--- src/rtl/minterm_scan_ctrl.sv ---
// Minterm scan sequencer: walks every input combination of an external SoP bank,
// captures one selected output as a minterm mask and compares it with an expected mask.
module minterm_scan_ctrl #(
  parameter int N_VARS  = 4,
  parameter int N_FUNCS = 5,
  parameter int SETTLE  = 1,
  localparam int N_MINT = 1 << N_VARS,
  localparam int SEL_W  = (N_FUNCS > 1) ? $clog2(N_FUNCS) : 1
) (
  input  logic              i_clk,
  input  logic              i_reset,
  input  logic              i_start,
  input  logic              i_abort,
  input  logic [SEL_W-1:0]  i_func_sel,
  input  logic [N_MINT-1:0] i_expected,
  output logic [N_VARS-1:0] o_vars_out,
  input  logic [N_FUNCS-1:0] i_f_in,
  output logic              o_busy,
  output logic              o_done,
  output logic [N_MINT-1:0] o_mask,
  output logic              o_match,
  output logic              o_err_valid,
  output logic [N_VARS-1:0] o_first_err,
  output logic [1:0]        o_state
);

  // Control protocol: i_start is a level sampled only in IDLE (one accepted start per scan);
  // o_done is a single-cycle pulse and results stay stable until the next accepted start.

  localparam int CNT_W = (SETTLE > 0) ? $clog2(SETTLE + 1) : 1;
  localparam logic [CNT_W-1:0]  SETTLE_C  = CNT_W'(SETTLE);
  localparam logic [N_VARS-1:0] LAST_IDX  = '1;
  localparam logic [SEL_W:0]    N_FUNCS_C = (SEL_W + 1)'(N_FUNCS);

  typedef enum logic [1:0] {
    ST_IDLE = 2'd0,
    ST_RUN  = 2'd1,
    ST_DONE = 2'd2
  } state_t;

  state_t              r_state;
  state_t              w_state_nxt;
  logic [N_VARS-1:0]   r_idx;
  logic [CNT_W-1:0]    r_cnt;
  logic [SEL_W-1:0]    r_sel;
  logic [N_MINT-1:0]   r_exp;
  logic [N_MINT-1:0]   r_mask;
  logic                r_match;
  logic                r_err_valid;
  logic [N_VARS-1:0]   r_first_err;

  logic                w_start_acc;
  logic                w_sample;
  logic                w_last;
  logic                w_bit;
  logic [N_MINT-1:0]   w_mask_nxt;
  logic [SEL_W-1:0]    w_sel_safe;

  always_ff @(posedge i_clk or posedge i_reset) begin
    if (i_reset) begin
      r_state <= ST_IDLE;
    end else begin
      r_state <= w_state_nxt;
    end
  end

  always_comb begin
    w_state_nxt = r_state;
    w_start_acc = 1'b0;
    w_sample    = 1'b0;
    w_last      = 1'b0;
    case (r_state)
      ST_IDLE: begin
        if (i_start) begin
          w_start_acc = 1'b1;
          w_state_nxt = ST_RUN;
        end
      end
      ST_RUN: begin
        // Abort beats a pending sample so the partial mask only holds fully settled minterms.
        if (i_abort) begin
          w_state_nxt = ST_IDLE;
        end else if (r_cnt == SETTLE_C) begin
          w_sample = 1'b1;
          if (r_idx == LAST_IDX) begin
            w_last      = 1'b1;
            w_state_nxt = ST_DONE;
          end
        end
      end
      ST_DONE: begin
        w_state_nxt = ST_IDLE;
      end
      default: begin
        w_state_nxt = ST_IDLE;
      end
    endcase
  end

  always_comb begin
    w_bit              = i_f_in[r_sel];
    w_mask_nxt         = r_mask;
    w_mask_nxt[r_idx]  = w_bit;
    w_sel_safe         = ({1'b0, i_func_sel} < N_FUNCS_C) ? i_func_sel : '0;
  end

  always_ff @(posedge i_clk or posedge i_reset) begin
    if (i_reset) begin
      r_idx       <= '0;
      r_cnt       <= '0;
      r_sel       <= '0;
      r_exp       <= '0;
      r_mask      <= '0;
      r_match     <= 1'b0;
      r_err_valid <= 1'b0;
      r_first_err <= '0;
    end else if (w_start_acc) begin
      r_idx       <= '0;
      r_cnt       <= '0;
      r_sel       <= w_sel_safe;
      r_exp       <= i_expected;
      r_mask      <= '0;
      r_match     <= 1'b0;
      r_err_valid <= 1'b0;
      r_first_err <= '0;
    end else if (r_state == ST_RUN && !i_abort) begin
      if (w_sample) begin
        r_mask <= w_mask_nxt;
        if ((w_bit != r_exp[r_idx]) && !r_err_valid) begin
          r_first_err <= r_idx;
          r_err_valid <= 1'b1;
        end
        // The final index is kept on vars_out after the scan.
        if (w_last) begin
          r_match <= (w_mask_nxt == r_exp);
        end else begin
          r_idx <= r_idx + 1'b1;
          r_cnt <= '0;
        end
      end else begin
        r_cnt <= r_cnt + 1'b1;
      end
    end
  end

  assign o_vars_out  = r_idx;
  assign o_busy      = (r_state == ST_RUN);
  assign o_done      = (r_state == ST_DONE);
  assign o_mask      = r_mask;
  assign o_match     = r_match;
  assign o_err_valid = r_err_valid;
  assign o_first_err = r_first_err;
  assign o_state     = r_state;

endmodule

--- config.mk ---
export PLATFORM = sky130hd
export DESIGN_NAME = minterm_scan_ctrl
export DESIGN_NICKNAME = d
export VERILOG_FILES = /design/src/rtl/minterm_scan_ctrl.sv
export SDC_FILE = /design/constraint.sdc
export NUM_CORES = 1
export LEC_CHECK = 0
export ABC_AREA = 0
export BUFFER_PORTS_ARGS = -buffer_cell sky130_fd_sc_hd__buf_2
export CORE_AREA = 5 5 86 88
export CTS_CLUSTER_SIZE = 30
export DETAILED_ROUTE_END_ITERATION = 12
export DIE_AREA = 0 0 91 93
export PLACE_DENSITY = 0.66
export SYNTH_ARGS = -nofsm -noshare
export SYNTH_HDL_FRONTEND = slang
export SYNTH_SLANG_ARGS = --single-unit
--- constraint.sdc ---
create_clock -name i_clk -period 5.2 [get_ports i_clk]
set_input_delay 0.26 -clock i_clk [delete_from_list [all_inputs] [get_ports i_clk]]
set_output_delay 0.26 -clock i_clk [all_outputs]
set_load 0.05 [all_outputs]
* Yosys cells after proc, flatten, opt, wreduce, memory -nomap -nowiden *
Index checks and enable logic that the tools add are counted.

storage, ports and cells
  register bits after elaboration = 48
  output and inout bits = 30

operators by class
  $add $sub $neg = 2
  $lt $le $gt $ge = 4
  equality and inequality tests = 10
  multiplexer cells = 45
  reduce and logical (&&, ||, !) cells = 16

operator list
  operator               count
  $mux W16               3
  $mux W4                8
  $mux W1                24
  $bwmux W16             1
  $eq A16 B16 Y1         1
  $reduce_and A3 Y1      4
  $mux W2                4
  $reduce_bool A2 Y1     4
  $ne A3 B2 Y1 const B   2
  $lt A4 B5 Y1 const B   1
  $add A4 B1 Y4 const B  1
  $bmux W1 S4            1
  $demux W1 S4           1
  $eq A4 B4 Y1 const B   1
  $ge A4 B1 Y1 const B   1
  $lt A3 B4 Y1 const B   1
  $ne A2 B2 Y1 const B   2
  $pmux W2 S2            1
  $reduce_and A2 Y1      2
  $bmux W1 S3            1
  $logic_and A1 B1 Y1    3
  $lt A3 B3 Y1 const B   1
  $mux W3                1
  $ne A3 B3 Y1 const B   1
  other kinds (6)        7

* Logic depth before layout (Yosys ltp) *
Gate-level depths: netlist of the first run.

  depth in word-level cells = 10
  gate-level depth with buffers = 9
  mapped depth without buffers = 8

* Worst setup path before layout of the first run *
Ideal clock, no wire load.

  path type = reg-to-reg
  start = reg r_idx[0], in the netlist o_vars_out[0]
  end = reg r_first_err[1], in the netlist o_first_err[1]
  setup time = 0.080 ns
  data arrival time = 2.473 ns
  data required time = 5.120 ns
  path slack = 2.646 ns
  stages on the path, launching flop included = 8
  period minus slack after synthesis = 2.554 ns
  path through = dfrtp_1 -> buf_2 -> mux4_2 -> a22o_1 -> a221oi_2 -> xor2_1 -> nor3_2 -> mux2i_1

between the ends
  longest elaborated chain between the ends = 6

RTL lines
  item                                 line  text
  from (decl)                          43    logic [N_VARS-1:0] r_idx;
  from (signal assigned)               137   r_idx <= r_idx + 1'b1;
  $bmux W1 S4                          129   if ((w_bit != r_exp[r_idx]) && !r_err_valid) begin
  $mux W1 (implied by the code)        129
  $ne A1 B1 Y1                         129
  $logic_and A1 B1 Y1                  129
  $reduce_bool A2 Y1 (no source line)  --
  $reduce_and A3 Y1 (no source line)   --
  to (signal assigned)                 130   r_first_err <= r_idx;
  to (decl)                            50    logic [N_VARS-1:0] r_first_err;

Every way passes these cells. The select of a mux whose other input is x is not followed.
A chain may end at the register's enable or synchronous reset.

* Worst setup path in the final report of the first run *
  start = reg r_idx[2], in the netlist o_vars_out[2]
  end = reg r_match, in the netlist o_match

between the ends
  longest elaborated chain between the ends = 10
  elaborated cells on any way between the ends = 18

RTL lines
  item                                                                       line  text
  $lt A4 B5 Y1 (implied by the code) / $ge A4 B1 Y1 (equally long branches)  103   w_mask_nxt[r_idx] = w_bit;
  $logic_and A1 B1 Y1 (implied by the code)                                  103
  $mux W1 (implied by the code)                                              103
  $demux W1 S4                                                               103
  $bwmux W16                                                                 103
  $eq A16 B16 Y1                                                             135   r_match <= (w_mask_nxt == r_exp);
  $mux W1                                                                    134   if (w_last) begin
  $mux W1                                                                    127   if (w_sample) begin
  $mux W1                                                                    126   end else if (r_state == ST_RUN && !i_abort) begin
  $mux W1                                                                    117   end else if (w_start_acc) begin
  to (signal assigned)                                                       135
  to (decl)                                                                  48    logic r_match;

Parallel ways exist; a longest one is shown, timed or not. The select of a mux whose other input is x is not followed.

==> results.json, run 1 <==
{
  "core_area_um2": 6570,
  "rsz0062_at_grt": "no",
  "grtUsageTotal_pct": 19.6,
  "cp.arrival_ns": 3.04,
  "tightest_slew_ns": 0.995,
  "synth_common_cells": "nand2_1 (73), dfrtp_1 (48), o21ai_0 (33)",
  "grt_max_degree": 49,
  "holdCritStartpoint": "i_expected[1]",
  "cts.hold.buffers_added": 0,
  "p_leak_uw": 0.00154,
  "power_switching_uw": 391,
  "synth.yosys.seq_area_share_pct": 42.6,
  "reg2reg_depth": 6,
  "worstPathRequired_ns": 5.44,
  "status": "finished clean",
  "fin_crit_ns": 2.81,
  "cellInternalPower_uw": 680,
  "crit_path_start_kind": "flop",
  "drc": 0,
  "wl_per_cell_um": 17.9,
  "rr_endpoint": "o_match",
  "fin_nets": 399,
  "rrSetupSlack_ns": 2.39,
  "antenna_cells": 0,
  "numCtsBuffers": 5,
  "drt-pass1-iter-count": 5,
  "synthMostInstantiatedCell": "nand2_1",
  "grt_pass1_vias": 2546,
  "fin_cells": 448,
  "crit_fanout": 20,
  "die_height_um": 93,
  "peakVddDrop_mv": 0.155,
  "finClkSkew_ns": 0.00562,
  "hold_end": "r_exp[1]",
  "drt_first_iter_violations": 264,
  "io_pins": 58,
  "clock_path_buffers": 2,
  "htree_levels": 2,
  "tns_ns": 0,
  "post_cts_buffers": 0,
  "worst_slack_ns": 2.39,
  "num_rows": 30,
  "async_reset_ff_share_pct": 100,
  "placed_area_um2": 3120,
  "maxCapViolations": 0,
  "power.density_nw_per_um2": 331,
  "path_buf_inv": 0,
  "vias_per_cell": 5.82,
  "combPwrFrac_pct": 27.4,
  "grt_first_pass_wirelength_um": 13400,
  "insertion_delay_ns": 0.31,
  "cp-end-kind": "flop",
  "cp_top_family": "simple AND/OR/NAND/NOR gates",
  "synth-edff-count": 0,
  "cts.sinks": 48,
  "avgSynthCellArea_um2": 8.69,
  "holdPathStages": 3,
  "cts_root_buffer": "clkbuf_8",
  "clkTransAtPathRegs_ns": 0.09,
  "slowest_stage": "nor2b_1",
  "synth_ff_type": "dfrtp_1",
  "hpwl_um": 5800,
  "dp_slack_ns": 2.54,
  "cts_tree": "yes",
  "n_fill_cell": 647,
  "gp_congestion": 0.990,
  "hold_violations": 0,
  "ys_types": 44,
  "yosys_warnings": 0,
  "swShare_pct": 36.5,
  "synth_area_um2": 2820,
  "final-max-slew-violation-count": 0,
  "rr_startpoint": "o_vars_out[2]",
  "crit_type": "reg2reg",
  "post-route-period-util_pct": 53.9,
  "syn-instance-count": 324,
  "setup_viol": 0,
  "grt_overflow_total": 0,
  "slew_headroom_pct": 33.7,
  "wirelength_um": 8020,
  "p_seq_share_pct": 45.5,
  "antenna_found_initial": 0,
  "die-area_um2": 8460,
  "max_stage_delay_ns": 0.83,
  "synth_area_leaders": "dfrtp_1 (43%), nand2_1 (9.7%), o21ai_0 (5.9%)",
  "start_util_pct": 42.9,
  "synth_area_leader_cell": "dfrtp_1",
  "post_cts_resized": 0,
  "synth_seq_cells": 48,
  "portBuffers": 57,
  "synthesis.nets": 356,
  "area_growth_pct": 15.1,
  "synth.top_cell.area_share_pct": 42.6,
  "hold_class": "in2reg",
  "clkPwrFrac_pct": 27.0,
  "drive_gt1_share_pct": 20.4,
  "ant_nets": 0,
  "dr_total_vias": 2606,
  "crit_chain": "nor2b_1 > a21oi_1 > a2111oi_0 > nand4_1 > nor4_1 > o2bb2ai_1",
  "postLayoutCoreUtil_pct": 49.3,
  "dp_cells": 440,
  "fp.dieW_um": 91,
  "final_area_um2": 3240,
  "max_freq_ghz": 0.357
}
worst reg2reg max path, delay by kind of cell (launching register included):
kind	cells	cell delay, ns
AO/OA/AOI/OAI	3	0.64
flip-flops	1	0.74
AND/OR/NAND/NOR	3	1.35
logic make-up (layout without fill, tap and decap cells):
family                     after synthesis  count (layout)  synth area share, %
DFF                                     48              48                 42.6
xor gates and xnor gates                18              18                 5.60
buffers and inverters                   33              77                 4.66
and+or+nand+nor                        113             113                 17.7
AOI/OAI and AO/OA                       94              94                 20.8
adders and majority gates                4               4                 1.78
muxes                                   14              14                 6.84
per-layer routing:
| layer | vias up | GRT usage, % | part of all wire (%) |
|---|---|---|---|
| met5 | - | 0 | 0 |
| met4 | 0 | 6.23 | 2.3 |
| met3 | 20 | 4.34 | 6.2 |
| met2 | 103 | 30.3 | 46 |
| met1 | 1248 | 27.3 | 45 |
| li1 | 1235 | - | - |
state kept, by name (all words and copies together) (netlist names):
register and count:
r_cnt 1, o_first_err 4, r_exp 16, r_sel 3, o_err_valid 1, o_mask 16, o_vars_out 4, o_match 1
o_state 2
per-stage QoR:
| step | total power [uW] | hold WS, ns |
|---|---|---|
| floorplan | 693 | 0.357 |
| global placement | 789 | 0.450 |
| detailed placement | 785 | 0.452 |
| CTS | 1070 | 0.127 |
| global route | 1130 | 0.123 |
| finish | 1070 | 0.130 |
worst max path at each step:
stage,endpoint,slack [ns],startpoint,cells after the start
final,o_match,2.39,o_vars_out[2],6
after global routing,o_match,2.20,o_vars_out[2],6
after CTS,o_match,2.52,o_vars_out[2],6
after detailed placement,o_match,2.54,o_vars_out[2],6
after global placement,o_match,2.57,o_vars_out[2],6
after floorplan,o_first_err[1],2.65,o_vars_out[0],7
cell type report:
class	instances	area, um2	area share [%]
multi-input combinational	243	1480	45.8
inverter	11	41.3	1.27
clock buffer	6	82.6	2.55
tap	80	100	3.09
clock inverter	2	38.8	1.20
timing repair buffer	58	293	9.03
sequential	48	1200	37.1
cell usage in the layout (no fill, tap or decap), types with 3 or more instances in the layout:
cell	netlist	layout
nand2_1	73	73
buf_2	6	57
dfrtp_1	48	48
o21ai_0	33	33
a21oi_1	27	27
nor2_1	13	13
inv_1	11	10
xnor2_1	9	9
xor2_1	9	9
mux2i_1	8	8
clkbuf_8	0	6
nand3_1	5	5
nor2b_1	5	5
o31ai_1	5	5
a22oi_1	5	5
nand4_1	4	4
mux4_2	4	4
o221ai_1	4	4
ha_1	4	4
and2_1	3	3
a2111oi_0	3	3
power groups by stage:
stage	combinational, uW	sequential (uW)	clock, uW
final	294	488	290
after global routing	322	493	312
after CTS	294	484	297
after detailed placement	292	492	0
after global placement	296	493	0
after floorplan	204	489	0
Note: power is estimated with default switching activity, not from simulation.
==> inputs of run 2 (changes only) <==
--- a/config.mk
+++ b/config.mk
@@ -11,7 +11,7 @@
 export CTS_CLUSTER_SIZE = 30
 export DETAILED_ROUTE_END_ITERATION = 12
 export DIE_AREA = 0 0 91 93
-export PLACE_DENSITY = 0.66
+export PLACE_DENSITY = 0.68
 export SYNTH_ARGS = -nofsm -noshare
 export SYNTH_HDL_FRONTEND = slang
 export SYNTH_SLANG_ARGS = --single-unit
==> constraint.sdc (replaced) <==
create_clock -name i_clk -period 2.5 [get_ports i_clk]
set_input_delay 0.125 -clock i_clk [delete_from_list [all_inputs] [get_ports i_clk]]
set_output_delay 0.125 -clock i_clk [all_outputs]
set_load 0.05 [all_outputs]
==> run 2 against run 1 <==
Compared with the run above:
- flip-flop and latch count unchanged
- clock skew is 0.0034 ns higher
- non-clock buffer count grew 28
- critical path type unchanged
- sequential share of layout area fell by 2.2 points
- final cell count rose by 6.3%
- register-to-register slack lost 2.2 ns
- design area is 6.3% higher
- maximum frequency rose by 23%
==> results.json, run 2 (same netlist as run 1, synthesis figures left out) <==
{
  "layout_common_cells": "nand2_1 (73), buf_2 (57), dfrtp_1 (47), o21ai_0 (33), a21oi_1 (27)",
  "use_met3_pct": 3.14,
  "grt_first_pass_wirelength_um": 14000,
  "post-route-period-util_pct": 91.2,
  "hpwl_um": 6610,
  "max_freq_ghz": 0.439,
  "die_height_um": 93,
  "status": "finished clean",
  "insertion_delay_ns": 0.31,
  "portBuffers": 57,
  "power.density_nw_per_um2": 624,
  "slowest_stage": "dfrtp_2",
  "cts_tree": "yes",
  "maxCapViolations": 0,
  "tns_ns": 0,
  "wirelength_um": 8540,
  "hold_slack_ns": 0.000372,
  "cts.sinks": 48,
  "hold_class": "in2reg",
  "clkTransAtPathRegs_ns": 0.09,
  "area_growth_pct": 22.3,
  "drive_gt1_share_pct": 26.0,
  "rrSetupSlack_ns": 0.22,
  "setup_viol": 0,
  "wl_per_cell_um": 17.9,
  "grt_max_degree": 28,
  "grtUsageTotal_pct": 20.5,
  "crit_fanout": 10,
  "cp_top_family": "compound AO/OA/AOI/OAI gates",
  "drc": 0,
  "peakVddDrop_mv": 0.323,
  "postLayoutCoreUtil_pct": 52.4,
  "cts_root_buffer": "clkbuf_8",
  "htree_levels": 2,
  "clock_path_buffers": 2,
  "core_area_um2": 6570,
  "cp.arrival_ns": 2.51,
  "crit_path_start_kind": "flop",
  "finClkSkew_ns": 0.00899,
  "crit_chain": "inv_1 > ha_1 > a21oi_1 > a2111oi_0 > buf_4 > nand4_1 > nor4_1 > o2bb2ai_1",
  "io_pins": 58,
  "ant_nets": 0,
  "cp-end-kind": "flop",
  "tightest_slew_ns": 0.541,
  "hold_violations": 0,
  "grt_use_met1_pct": 28.4,
  "antenna_cells": 0,
  "final-max-slew-violation-count": 0,
  "numCtsBuffers": 5,
  "fin_crit_ns": 2.28,
  "layout_commonest_cell": "nand2_1",
  "start_util_pct": 42.9,
  "vias_per_cell": 5.64,
  "grt_pass1_vias": 2592,
  "path_buf_inv": 2,
  "antenna_found_initial": 0,
  "fp.dieW_um": 91,
  "p_leak_uw": 0.00166,
  "fin_nets": 427,
  "met2_usage_pct": 32.8,
  "num_rows": 30,
  "drt_first_iter_violations": 205,
  "slew_headroom_pct": 63.9,
  "worstPathRequired_ns": 2.73,
  "die-area_um2": 8460,
  "grt-busiest-layer": "met2",
  "gp_congestion": 0.962,
  "crit_type": "reg2reg",
  "max_stage_delay_ns": 0.51,
  "drt-pass1-iter-count": 4,
  "grt_overflow_total": 0,
  "dr_total_vias": 2683
}
[run 2: area by class of cell]
| type | instances | area [um2] |
|---|---|---|
| fillers | 669 | 3120 |
| multi-input cells | 243 | 1490 |
| flip-flops and latches | 48 | 1200 |
| repair buffers | 86 | 523 |
| well taps | 80 | 100 |
| clock buffers | 6 | 72.6 |
| inverters | 11 | 41.3 |
| clock inverters | 2 | 12.5 |
[run 2: path summary, 6_finish.rpt]
kind	from	endpoint	cells after the start
setup / recovery	o_vars_out[0]	o_match	8
hold / removal	i_expected[12]	r_exp[12]	3
setup reg to reg	o_vars_out[0]	o_match	8
hold reg to reg	o_mask[15]	o_mask[15]	2
max in group asynchronous	i_reset	r_exp[0]	4
min in group asynchronous	i_reset	o_first_err[2]	3
[run 2: report_power, final]
part / internal [uW] / switching (uW)
combinational: 289 / 413
clock: 196 / 262
sequential: 857 / 133
[run 2: what timing repair did]
item,in CTS,in global routing
resized for setup,0,4
buffers inserted,0,0
endpoints found under the hold margin,25,0
hold buffers,3,0
endpoints found under the setup margin,0,1
[run 2: per-layer routing]
layer | wire length (um) | up-vias
met3 | 527 | 17
met4 | 178 | 0
li1 | - | 1283
met2 | 4080 | 96
met5 | 0 | -
met1 | 3750 | 1287
[run 2: worst min-delay path: cells and delay by family]
family	cells	cell delay, ns
buffers and inverters	1	0.07
AND/OR/NAND/NOR	2	0.08
[run 2: through the flow]
| step | cell area (um2) | std cells | power [uW] | setup slack, ns |
|---|---|---|---|---|
| floorplan | 2820 | 324 | 1440 | 0.105 |
| global placement | 3320 | 465 | 1690 | 0.126 |
| detailed placement | 3320 | 465 | 1690 | 0.104 |
| CTS | 3440 | 476 | 2160 | 0.0644 |
| global route | 3440 | 476 | 2290 | -0.00889 |
| finish | 3440 | 476 | 2150 | 0.220 |
